===== src/rtl/mem_stage_if.sv =====
// EXE->MEM->WB handshake, bus and SRAM read-data bundle for mem_stage.
// slave = the MEM stage itself; master = the EXE/WB/SRAM side.
interface mem_stage_if #(
    parameter int EXE_TO_MEM_BUS_WD = 78,
    parameter int MEM_TO_WB_BUS_WD  = 70
);
    logic                         exe_to_mem_valid;
    logic [EXE_TO_MEM_BUS_WD-1:0] exe_to_mem_bus;
    logic                         mem_allowin;
    logic [31:0]                  data_sram_rdata;
    logic                         wb_allowin;
    logic                         mem_to_wb_valid;
    logic [MEM_TO_WB_BUS_WD-1:0]  mem_to_wb_bus;
    logic                         gr_we_mem;
    logic [4:0]                   dest_mem;
    logic [31:0]                  forward_data_mem;

    modport slave (
        input  exe_to_mem_valid,
        input  exe_to_mem_bus,
        output mem_allowin,
        input  data_sram_rdata,
        input  wb_allowin,
        output mem_to_wb_valid,
        output mem_to_wb_bus,
        output gr_we_mem,
        output dest_mem,
        output forward_data_mem
    );

    modport master (
        output exe_to_mem_valid,
        output exe_to_mem_bus,
        input  mem_allowin,
        output data_sram_rdata,
        output wb_allowin,
        input  mem_to_wb_valid,
        input  mem_to_wb_bus,
        input  gr_we_mem,
        input  dest_mem,
        input  forward_data_mem
    );
endinterface


===== src/rtl/mem_stage.sv =====
// Memory-access pipeline stage: load alignment/extension and result select.
// Define MEM_STAGE_RDATA_BUF_EN to hold load data across WB stalls.
module mem_stage #(
    parameter int EXE_TO_MEM_BUS_WD = 78,
    parameter int MEM_TO_WB_BUS_WD  = 70
) (
    input  logic      clk,
    input  logic      reset,
    mem_stage_if.slave mem_if
);

    logic                         mem_valid_q, mem_valid_d;
    logic [EXE_TO_MEM_BUS_WD-1:0] bus_q, bus_d;
    logic                         first_cyc_q, first_cyc_d;
    logic                         allowin;
    logic                         accept;
    logic                         leave;

    logic        ld_b, ld_bu, ld_h, ld_hu, ld_w;
    logic        load_op, gr_we;
    logic [4:0]  dest;
    logic [31:0] alu_result, pc;
    logic [31:0] r;
    logic [31:0] load_data;
    logic [31:0] final_result;
    logic [7:0]  byte_sel;
    logic [15:0] half_sel;

    assign allowin = !mem_valid_q | mem_if.wb_allowin;
    assign accept  = mem_if.exe_to_mem_valid & allowin;
    assign leave   = mem_valid_q & mem_if.wb_allowin;

    always_comb begin
        mem_valid_d = mem_valid_q;
        bus_d       = bus_q;
        first_cyc_d = 1'b0;
        if (allowin) mem_valid_d = mem_if.exe_to_mem_valid;
        if (accept) begin
            bus_d       = mem_if.exe_to_mem_bus;
            first_cyc_d = 1'b1;
        end
    end

    always_ff @(posedge clk) begin
        if (reset) begin
            mem_valid_q <= 1'b0;
            bus_q       <= '0;
            first_cyc_q <= 1'b0;
        end else begin
            mem_valid_q <= mem_valid_d;
            bus_q       <= bus_d;
            first_cyc_q <= first_cyc_d;
        end
    end

`ifdef MEM_STAGE_RDATA_BUF_EN
    logic [31:0] rdata_buf_q, rdata_buf_d;
    logic        buf_valid_q, buf_valid_d;

    // Capture the SRAM word only when the load stalls in its first cycle.
    always_comb begin
        rdata_buf_d = rdata_buf_q;
        buf_valid_d = buf_valid_q;
        if (first_cyc_q && !mem_if.wb_allowin) begin
            rdata_buf_d = mem_if.data_sram_rdata;
            buf_valid_d = 1'b1;
        end
        if (leave || accept) buf_valid_d = 1'b0;
    end

    always_ff @(posedge clk) begin
        if (reset) begin
            rdata_buf_q <= '0;
            buf_valid_q <= 1'b0;
        end else begin
            rdata_buf_q <= rdata_buf_d;
            buf_valid_q <= buf_valid_d;
        end
    end

    assign r = buf_valid_q ? rdata_buf_q : mem_if.data_sram_rdata;
`else
    assign r = mem_if.data_sram_rdata;
`endif

    assign ld_b       = bus_q[77];
    assign ld_bu      = bus_q[76];
    assign ld_h       = bus_q[75];
    assign ld_hu      = bus_q[74];
    assign ld_w       = bus_q[73];
    assign load_op    = bus_q[70];
    assign gr_we      = bus_q[69];
    assign dest       = bus_q[68:64];
    assign alu_result = bus_q[63:32];
    assign pc         = bus_q[31:0];

    always_comb begin
        byte_sel = r[7:0];
        case (alu_result[1:0])
            2'd0: byte_sel = r[7:0];
            2'd1: byte_sel = r[15:8];
            2'd2: byte_sel = r[23:16];
            2'd3: byte_sel = r[31:24];
        endcase
    end

    assign half_sel = alu_result[1] ? r[31:16] : r[15:0];

    always_comb begin
        load_data = '0;
        unique case (1'b1)
            ld_b:    load_data = {{24{byte_sel[7]}}, byte_sel};
            ld_bu:   load_data = {24'h0, byte_sel};
            ld_h:    load_data = {{16{half_sel[15]}}, half_sel};
            ld_hu:   load_data = {16'h0, half_sel};
            ld_w:    load_data = r;
            default: load_data = '0;
        endcase
    end

    assign final_result = load_op ? load_data : alu_result;

    assign mem_if.mem_allowin      = allowin;
    assign mem_if.mem_to_wb_valid  = mem_valid_q;
    assign mem_if.mem_to_wb_bus    = {gr_we, dest, final_result, pc};
    assign mem_if.gr_we_mem        = mem_valid_q & gr_we;
    assign mem_if.dest_mem         = mem_valid_q ? dest : 5'd0;
    assign mem_if.forward_data_mem = mem_valid_q ? final_result : 32'd0;

endmodule


===== src/flat_wrapper.sv =====
// flat-port wrapper written by rule: the top's interface ports become plain ports
module mem_stage_flat 
#(
    parameter int EXE_TO_MEM_BUS_WD = 78,
    parameter int MEM_TO_WB_BUS_WD  = 70
)
  (clk, reset, mem_if_exe_to_mem_valid, mem_if_exe_to_mem_bus, mem_if_mem_allowin, mem_if_data_sram_rdata, mem_if_wb_allowin, mem_if_mem_to_wb_valid, mem_if_mem_to_wb_bus, mem_if_gr_we_mem, mem_if_dest_mem, mem_if_forward_data_mem);
  mem_stage_if #(.EXE_TO_MEM_BUS_WD(EXE_TO_MEM_BUS_WD), .MEM_TO_WB_BUS_WD(MEM_TO_WB_BUS_WD)) mem_if_i ();
  input  logic clk;
  input  logic reset;
  input wire logic [$bits(mem_if_i.exe_to_mem_valid)-1:0] mem_if_exe_to_mem_valid;
  input wire logic [$bits(mem_if_i.exe_to_mem_bus)-1:0] mem_if_exe_to_mem_bus;
  output wire logic [$bits(mem_if_i.mem_allowin)-1:0] mem_if_mem_allowin;
  input wire logic [$bits(mem_if_i.data_sram_rdata)-1:0] mem_if_data_sram_rdata;
  input wire logic [$bits(mem_if_i.wb_allowin)-1:0] mem_if_wb_allowin;
  output wire logic [$bits(mem_if_i.mem_to_wb_valid)-1:0] mem_if_mem_to_wb_valid;
  output wire logic [$bits(mem_if_i.mem_to_wb_bus)-1:0] mem_if_mem_to_wb_bus;
  output wire logic [$bits(mem_if_i.gr_we_mem)-1:0] mem_if_gr_we_mem;
  output wire logic [$bits(mem_if_i.dest_mem)-1:0] mem_if_dest_mem;
  output wire logic [$bits(mem_if_i.forward_data_mem)-1:0] mem_if_forward_data_mem;
  assign mem_if_i.exe_to_mem_valid = mem_if_exe_to_mem_valid;
  assign mem_if_i.exe_to_mem_bus = mem_if_exe_to_mem_bus;
  assign mem_if_mem_allowin = mem_if_i.mem_allowin;
  assign mem_if_i.data_sram_rdata = mem_if_data_sram_rdata;
  assign mem_if_i.wb_allowin = mem_if_wb_allowin;
  assign mem_if_mem_to_wb_valid = mem_if_i.mem_to_wb_valid;
  assign mem_if_mem_to_wb_bus = mem_if_i.mem_to_wb_bus;
  assign mem_if_gr_we_mem = mem_if_i.gr_we_mem;
  assign mem_if_dest_mem = mem_if_i.dest_mem;
  assign mem_if_forward_data_mem = mem_if_i.forward_data_mem;
  mem_stage #(.EXE_TO_MEM_BUS_WD(EXE_TO_MEM_BUS_WD), .MEM_TO_WB_BUS_WD(MEM_TO_WB_BUS_WD)) u_core (.clk(clk), .reset(reset), .mem_if(mem_if_i));
endmodule

===== config.mk =====
export PLATFORM = sky130hd
export DESIGN_NAME = mem_stage_flat
export DESIGN_NICKNAME = d
export VERILOG_FILES = /design/src/rtl/mem_stage_if.sv /design/src/rtl/mem_stage.sv /design/src/flat_wrapper.sv
export SDC_FILE = /design/constraint.sdc
export NUM_CORES = 1
export LEC_CHECK = 0
export BUFFER_PORTS_ARGS = -buffer_cell sky130_fd_sc_hd__buf_2
export CAP_MARGIN = 15
export CORE_MARGIN = 3
export CORE_UTILIZATION = 34
export DETAILED_ROUTE_END_ITERATION = 12
export PLACE_DENSITY = 0.69
export SLEW_MARGIN = 20
export SYNTH_ARGS = -nofsm -noshare
export SYNTH_HDL_FRONTEND = slang
export SYNTH_SLANG_ARGS = --single-unit
export TNS_END_PERCENT = 20

===== constraint.sdc =====
create_clock -name clk -period 2.6 [get_ports clk]
set_clock_uncertainty 0.05 [all_clocks]
set_input_delay 0.65 -clock clk [delete_from_list [all_inputs] [get_ports clk]]
set_output_delay 0.65 -clock clk [all_outputs]
set_load 0.01 [all_outputs]

==> reports/qor.tcl, run 1 <==
set qor(outcome) {finished, violations left}
set qor(failed_checks) {setup timing}
set qor(crit_arrival_ns) 1.95
set qor(hold_violations) 0
set qor(worstPathMaxFanout) 8
set qor(drv.max_cap_violation_count) 0
set qor(boundaryPins) 224
set qor(track_usage) 0.215
set qor(yosysWarningCount) 0
set qor(ranking_of_synthesized_cells_by_area) {sky130_fd_sc_hd__dfxtp_1 (37%), sky130_fd_sc_hd__nand2_1 (18%), sky130_fd_sc_hd__a21oi_1 (12%)}
set qor(final-setup-viol-count) 15
set qor(finish.net_count) 913
set qor(yosys.area.top_type) {sky130_fd_sc_hd__dfxtp_1}
set qor(synthDominantCellAreaShare) 0.368
set qor(port_buffers) 221
set qor(synth_cells) 594
set qor(layout_min_cycle_time_ns) 2.65
set qor(clock_tree.root_cell) {sky130_fd_sc_hd__clkbuf_16}
set qor(timing.slew.headroom) 0.594
set qor(final.fill_count) 1166
set qor(cts_buffer_depth) 2
set qor(final_max_slew_viol_count) 0
set qor(gr-total-overflow) 0
set qor(post-dp-hpwl_um) 11200
set qor(cp_slowest_stage_delay_ns) 0.40
set qor(areaGrowthSynthToFinish_pct) 46.3
set qor(antenna_violations_before_repair) 4
set qor(worst_ir_drop_vdd_mv) 0.321
set qor(grt_pass1_vias) 4514
set qor(cpMaxStageDelayCell) {sky130_fd_sc_hd__dfxtp_4}
set qor(synth_cell_type_count) 35
set qor(finalHoldWorstSlack_ns) 0.398
set qor(asyncSetResetFlopFracSynth) 0
set qor(detailed_place.area_um2) 5340
set qor(wl_per_cell_um) 16.1
set qor(cts.clk_slew.worst_paths_ns) 0.06
set qor(startpoint_type) {flop}
set qor(setup_tns_ns) -0.502
set qor(critical_path.cell_chain) {mux2i_4, buf_6, o221ai_4, a221oi_2, buf_4, nor3_2, buf_2}
set qor(net-switching-power_uw) 945
set qor(die_height_um) 117
set qor(leakage_nw) 2.90
set qor(internal_power_mw) 2.42
set qor(placedCellCount) 914
set qor(synth.yosys.seq_area_share) 0.368
set qor(cp_top_family) {buffers and inverters}
set qor(worstSetupPathType) {flop to output pin}
set qor(tightestPinTransition_ns) 0.608
set qor(power.combinational.fraction) 0.220
set qor(synth_commonest_cells) {sky130_fd_sc_hd__nand2_1 (201), sky130_fd_sc_hd__a21oi_1 (102), sky130_fd_sc_hd__dfxtp_1 (77), sky130_fd_sc_hd__buf_4 (39), sky130_fd_sc_hd__clkbuf_1 (26)}
set qor(power.share.switching) 0.281
set qor(pwr-share-seq) 0.384
set qor(synthMostInstantiatedCell) {sky130_fd_sc_hd__nand2_1}
set qor(grt_first_pass_wirelength_um) 23000
set qor(postLayoutCoreUtil) 0.523
set qor(floorplan.initialDensity) 0.358
set qor(fp.coreArea_um2) 11700
set qor(drc_errors) 0
set qor(row_count) 39
set qor(pre_cts_ws_ns) -0.333
set qor(cts_made_buffers) 9
set qor(cts_tree) {done}
set qor(final_layout_size_suffix_gt1_frac) 0.422
set qor(cts_sinks) 77
set qor(synthesis.area_per_instance_um2) 7.05
set qor(finalCritPeriodShare) 1.02
set qor(drt_wl_total_um) 15300
set qor(seq_cells_post_synth) 77
set qor(gp_congestion) 0.877
set qor(via_count_of_the_routed_design) 4828
set qor(holdCritPathClass) {flop to flop}
set qor(synth_ff_type) {sky130_fd_sc_hd__dfxtp_1}
set qor(largest_net_degree_at_the_start_of_global_routing) 46
set qor(count_of_routing_violations_after_the_opening_detailed_route_iteration) 271
set qor(drt-pass1-iter-count) 4
set qor(worst_skew_pair.late_latency_ns) 0.32
set qor(drtAntennaViolNets) 0
set qor(worstPathBufferInverterCount) 3
set qor(h-tree-depth) 3
set qor(syn_area_um2) 4190
set qor(worstSetupEndpointType) {output pin}
set qor(grt_setup_unrepaired) {true}
set qor(fin_total_pwr_mw) 3.36
set qor(powerDensity_nw_per_um2) 549
set qor(power.clock.fraction) 0.396
set qor(die_ar_um2) 13700
set qor(synth_enable_flop_cells) 0
set qor(post_drt_via_cell_ratio) 5.09
set qor(design_area_um2) 6130
set qor(critical_path_required_ns) 1.90
set qor(maxClockFrequency_mhz) 377
set qor(cts.hold.buffers_added) 0
set qor(worst_slack_ns) -0.0506
set qor(syn_nets) 708
set qor(layoutNonFillerInstCount) 949
set qor(fp.dieW_um) 117
## layer usage
layer,track usage,up-vias,routed length [um]
li1,-,2379,-
met3,0.0586,35,1430
met2,0.365,233,7270
met4,0.0917,6,418
met1,0.256,2175,6120
met5,0,-,31
## flip-flops by register name, summed over array words and instances (netlist names)
name and count:
u_core.bus_q 76, u_core.mem_if.mem_to_wb_valid 1
## timing repair
item / 4_1_cts / 5_1_grt
endpoints found under the setup margin: 57 / 60
pin swaps: 21 / 14
cloned: 1 / 0
setup buffers: 10 / 6
gates resized for setup: 40 / 30
endpoints found under the hold margin: 0 / 0
## cell type report
class                   instances  area, um2  area share
multi-input cells             432       2460       0.402
flip-flops and latches         77       1550       0.253
well taps                     143        179      0.0292
repair buffers                273       1590       0.260
inverters                       6       22.5     0.00367
diodes                          3       7.51     0.00122
clock inverters                 4       72.6      0.0118
clock buffers                  11        243      0.0396
## worst paths after layout
kind / to / slack, ns / startpoint / depth (start not counted)
worst max-delay path: mem_if_forward_data_mem[14] / -0.05 / u_core.bus_q[33]$_SDFFE_PP0P_ / 7
worst min register to register: u_core.bus_q[4]$_SDFFE_PP0P_ / 0.40 / u_core.bus_q[4]$_SDFFE_PP0P_ / 2
worst min-delay path: u_core.bus_q[4]$_SDFFE_PP0P_ / 0.40 / u_core.bus_q[4]$_SDFFE_PP0P_ / 2
worst max register to register: u_core.bus_q[45]$_SDFFE_PP0P_ / 0.85 / u_core.mem_if.mem_to_wb_valid$_SDFFE_PP0N_ / 6
## worst reg2reg max path, stage by stage (launching register included)
cell,delay (ns)
sky130_fd_sc_hd__dfxtp_1,0.31
sky130_fd_sc_hd__buf_4,0.21
sky130_fd_sc_hd__nand2b_1,0.19
sky130_fd_sc_hd__and2_2,0.46
sky130_fd_sc_hd__buf_12,0.23
sky130_fd_sc_hd__nand2_1,0.08
sky130_fd_sc_hd__a21oi_1,0.14
## power by group through the flow
stage	clock network [mW]	registers [mW]	logic (mW)
after floorplan	0	1.31	0.393
after global placement	0	1.31	0.653
after detailed placement	0	1.32	0.657
after CTS	1.38	1.29	0.708
after global routing	1.43	1.30	0.811
final	1.33	1.29	0.739
## cells in the final DEF (no fill, tap or decap), types with 2 or more instances in the layout
| master | n |
|---|---|
| sky130_fd_sc_hd__nor2_2 | 3 |
| sky130_fd_sc_hd__a21oi_1 | 101 |
| sky130_fd_sc_hd__a221oi_1 | 2 |
| sky130_fd_sc_hd__diode_2 | 3 |
| sky130_fd_sc_hd__a211oi_1 | 2 |
| sky130_fd_sc_hd__buf_2 | 221 |
| sky130_fd_sc_hd__o31ai_2 | 4 |
| sky130_fd_sc_hd__nand3_1 | 5 |
| sky130_fd_sc_hd__a221oi_2 | 9 |
| sky130_fd_sc_hd__buf_8 | 2 |
| sky130_fd_sc_hd__o41ai_1 | 4 |
| sky130_fd_sc_hd__clkbuf_16 | 9 |
| sky130_fd_sc_hd__and2_1 | 22 |
| sky130_fd_sc_hd__buf_12 | 4 |
| sky130_fd_sc_hd__o31ai_1 | 5 |
| sky130_fd_sc_hd__nor2b_4 | 2 |
| sky130_fd_sc_hd__nor2_1 | 20 |
| sky130_fd_sc_hd__nor3_1 | 7 |
| sky130_fd_sc_hd__inv_1 | 6 |
| sky130_fd_sc_hd__dfxtp_1 | 72 |
| sky130_fd_sc_hd__a31oi_1 | 3 |
| sky130_fd_sc_hd__buf_6 | 8 |
| sky130_fd_sc_hd__dfxtp_4 | 2 |
| sky130_fd_sc_hd__buf_4 | 38 |
| sky130_fd_sc_hd__mux2i_4 | 2 |
| sky130_fd_sc_hd__o21ai_0 | 5 |
| sky130_fd_sc_hd__o31ai_4 | 12 |
| sky130_fd_sc_hd__dfxtp_2 | 3 |
| sky130_fd_sc_hd__o22ai_1 | 2 |
| sky130_fd_sc_hd__o21ai_2 | 3 |
| sky130_fd_sc_hd__bufinv_16 | 2 |
| sky130_fd_sc_hd__nand2_1 | 199 |
| sky130_fd_sc_hd__nand2_2 | 2 |
## logic make-up (layout without fill, tap and decap cells)
kind of cell,after synthesis,count (layout),share of synthesized area
simple gates,266,267,0.260
buf+inv,86,294,0.115
mux,5,5,0.0134
flops,77,77,0.368
other cells,0,3,0
compound gates,160,160,0.243
Power figures use the tool's default switching activity.
==> run 2: changes to the inputs <==
--- a/config.mk
+++ b/config.mk
@@ -11,6 +11,7 @@
 export CORE_UTILIZATION = 34
 export DETAILED_ROUTE_END_ITERATION = 12
 export PLACE_DENSITY = 0.69
+export SKIP_CTS_REPAIR_TIMING = 1
 export SLEW_MARGIN = 20
 export SYNTH_ARGS = -nofsm -noshare
 export SYNTH_HDL_FRONTEND = slang
==> run 2 against run 1 <==
The flow still finishes with violations (setup timing). Worst setup slack got worse by 0.036 ns. Via count decreased by 2.5%. Routed wire length decreased by 4.2%. Sequential share of layout area increased by 1.4 points. Die area unchanged. Clock power about the same. Cell count decreased by 1.8%. Critical path type unchanged.
==> reports/qor.tcl, run 2 (synthesized netlist as in run 1, its figures left out) <==
set qor(outcome) {finished, violations left}
set qor(failed_checks) {setup timing}
set qor(final-setup-viol-count) 25 ;# +10
set qor(largest_net_degree_at_the_start_of_global_routing) 46 ;# unchanged
set qor(seq_area_um2) 1550 ;# -0.32%
set qor(drt_wl_total_um) 14600 ;# -4.2%
set qor(layout_common_cells) {sky130_fd_sc_hd__buf_2 (221), sky130_fd_sc_hd__nand2_1 (199), sky130_fd_sc_hd__a21oi_1 (102)}
set qor(pwr-share-seq) 0.390 ;# +0.006
set qor(drv.max_cap_violation_count) 0 ;# unchanged
set qor(final.fill_count) 1218 ;# +4.5%
set qor(largest_reg_flops) 76 ;# unchanged
set qor(tightestPinTransition_ns) 0.605 ;# -0.00273 ns
set qor(cts_buffer_depth) 2 ;# unchanged
set qor(cpMaxStageDelayCell) {sky130_fd_sc_hd__nor2b_2}
set qor(gp_congestion) 0.877 ;# unchanged
set qor(cts_sinks) 77 ;# unchanged
set qor(power.combinational.fraction) 0.206 ;# -0.014
set qor(leakage_nw) 2.83 ;# -2.3%
set qor(min-delay-start) {u_core.bus_q[4]$_SDFFE_PP0P_}
set qor(drt-pass1-iter-count) 5 ;# +1
set qor(die_height_um) 117 ;# unchanged
set qor(grt_first_pass_wirelength_um) 22100 ;# -3.6%
set qor(areaGrowthSynthToFinish_pct) 38.4
set qor(grt_busiest_layer) {met2}
set qor(layoutNonFillerInstCount) 932 ;# -1.8%
set qor(use_met1) 0.251 ;# -0.00473
set qor(row_count) 39 ;# unchanged
set qor(critical_path_required_ns) 1.90 ;# about the same
set qor(grt_setup_unrepaired) {true}
set qor(fin_total_pwr_mw) 3.31 ;# -1.7%
set qor(placedCellCount) 914 ;# unchanged
set qor(worstPathMaxFanout) 10 ;# +2
set qor(worstPathBufferInverterCount) 2 ;# -1
set qor(worst_ir_drop_vdd_mv) 0.317 ;# -1.3%
set qor(r2r.worst_path.cells) 6 ;# unchanged
set qor(internal_power_mw) 2.39 ;# -1.2%
set qor(layout_min_cycle_time_ns) 2.69 ;# +0.0365 ns
set qor(max_flop_register) {u_core.bus_q}
set qor(count_of_routing_violations_after_the_opening_detailed_route_iteration) 248 ;# -8.5%
set qor(cts.clk_slew.worst_paths_ns) 0.06 ;# about the same
set qor(startpoint_type) {flop}
set qor(fp.dieW_um) 117 ;# unchanged
set qor(gr-total-overflow) 0 ;# unchanged
set qor(antenna_violations_before_repair) 4 ;# unchanged
set qor(via_count_of_the_routed_design) 4706 ;# -2.5%
set qor(timing.hold.worst_path_depth) 2 ;# unchanged
set qor(die_ar_um2) 13700 ;# unchanged
set qor(fp.coreArea_um2) 11700 ;# unchanged
set qor(critical_path.startpoint) {u_core.bus_q[33]$_SDFFE_PP0P_}
set qor(final_max_slew_viol_count) 0 ;# unchanged
set qor(postLayoutCoreUtil) 0.495 ;# -0.0283
set qor(worst_slack_ns) -0.0871 ;# -0.0365 ns
set qor(clock_tree.root_cell) {sky130_fd_sc_hd__clkbuf_16}
set qor(boundaryPins) 224 ;# unchanged
set qor(wl_per_cell_um) 15.7 ;# -2.4%
set qor(crit_arrival_ns) 1.99 ;# +0.04 ns
set qor(net-switching-power_uw) 917 ;# -2.9%
set qor(holdCritPathClass) {flop to flop}
set qor(layout_commonest_cell) {sky130_fd_sc_hd__buf_2}
set qor(powerDensity_nw_per_um2) 570 ;# +3.9%
set qor(timing.slew.headroom) 0.596 ;# +0.00182
set qor(post_drt_via_cell_ratio) 5.05 ;# -0.75%
set qor(h-tree-depth) 3 ;# unchanged
set qor(drc_errors) 0 ;# unchanged
set qor(finalCritPeriodShare) 1.03 ;# +0.0140
set qor(track_usage) 0.208 ;# -0.00761
set qor(cts_made_buffers) 9 ;# unchanged
set qor(floorplan.initialDensity) 0.358 ;# unchanged
set qor(grt_pass1_vias) 4391 ;# -2.7%
set qor(multi_input_area_um2) 2270 ;# -7.6%
set qor(gr-usage-met2) 0.347 ;# -0.0182
set qor(worstSetupEndpointType) {output pin}
set qor(grtUsageMet3) 0.0555 ;# -0.00308
set qor(critical_path.cell_chain) {mux2i_4, nor2b_2, o31ai_1, buf_4, a21oi_1, buf_2}
set qor(cp_top_family) {simple AND/OR/NAND/NOR gates}
set qor(finish.net_count) 897 ;# -1.8%
set qor(cp_slowest_stage_delay_ns) 0.48 ;# +0.08 ns
set qor(power.share.switching) 0.277 ;# -0.00357
set qor(worst_skew_pair.late_latency_ns) 0.32 ;# about the same
set qor(crit-reg2reg-launch) {u_core.mem_if.mem_to_wb_valid$_SDFFE_PP0N_}
set qor(drtAntennaViolNets) 0 ;# unchanged
set qor(worstSetupPathType) {flop to output pin}
set qor(port_buffers) 221 ;# unchanged
set qor(post-dp-hpwl_um) 11200 ;# unchanged
set qor(cts_tree) {done}
set qor(maxClockFrequency_mhz) 372 ;# -1.4%
set qor(hold_violations) 0 ;# unchanged
set qor(pre_cts_ws_ns) -0.333 ;# unchanged
set qor(power.clock.fraction) 0.403 ;# +0.007
set qor(final_layout_size_suffix_gt1_frac) 0.391 ;# -0.0308
set qor(crit_cells) 6 ;# -1
## run 2: area by class of cell
| cell class | instances | area share |
|---|---|---|
| Multi-Input combinational cell | 431 | 0.392 |
| Sequential cell | 77 | 0.267 |
| Tap cell | 143 | 0.0309 |
| Clock buffer | 11 | 0.0419 |
| Timing Repair Buffer | 258 | 0.251 |
| Antenna cell | 2 | 0.000863 |
| Clock inverter | 4 | 0.0125 |
| Inverter | 6 | 0.00388 |
## run 2: stage by stage
stage | hold WS (ns) | area [um2] | setup TNS, ns
finish | 0.398 | 5800 | -1.12
global route | 0.416 | 5800 | -5.50
CTS | 0.402 | 5650 | -12.93
detailed placement | 0.394 | 5340 | -7.49
global placement | 0.389 | 5340 | -6.94
floorplan | 0.386 | 4190 | 0
## run 2: worst paths after layout
check,end,slack (ns)
min reg2reg,u_core.bus_q[4]$_SDFFE_PP0P_,0.40
min,u_core.bus_q[4]$_SDFFE_PP0P_,0.40
max,mem_if_forward_data_mem[16],-0.09
max reg2reg,u_core.bus_q[14]$_SDFFE_PP0P_,0.86
## run 2: metal layers
layer,wire length (um),up-vias
met1,5960,2097
met5,31,-
li1,-,2348
met3,1420,28
met4,334,6
met2,6900,227
## run 2: power groups by stage
stage | logic (mW) | registers (mW) | clock network (mW)
after floorplan | 0.393 | 1.31 | 0
after global placement | 0.653 | 1.31 | 0
after detailed placement | 0.657 | 1.32 | 0
after CTS | 0.659 | 1.29 | 1.38
after global routing | 0.755 | 1.30 | 1.43
final | 0.682 | 1.29 | 1.33
## run 2: tightest hold or removal path: stages (launching register included)
cell                      delay, ns
sky130_fd_sc_hd__dfxtp_1       0.30
sky130_fd_sc_hd__nand2_1       0.05
sky130_fd_sc_hd__a21oi_1       0.05
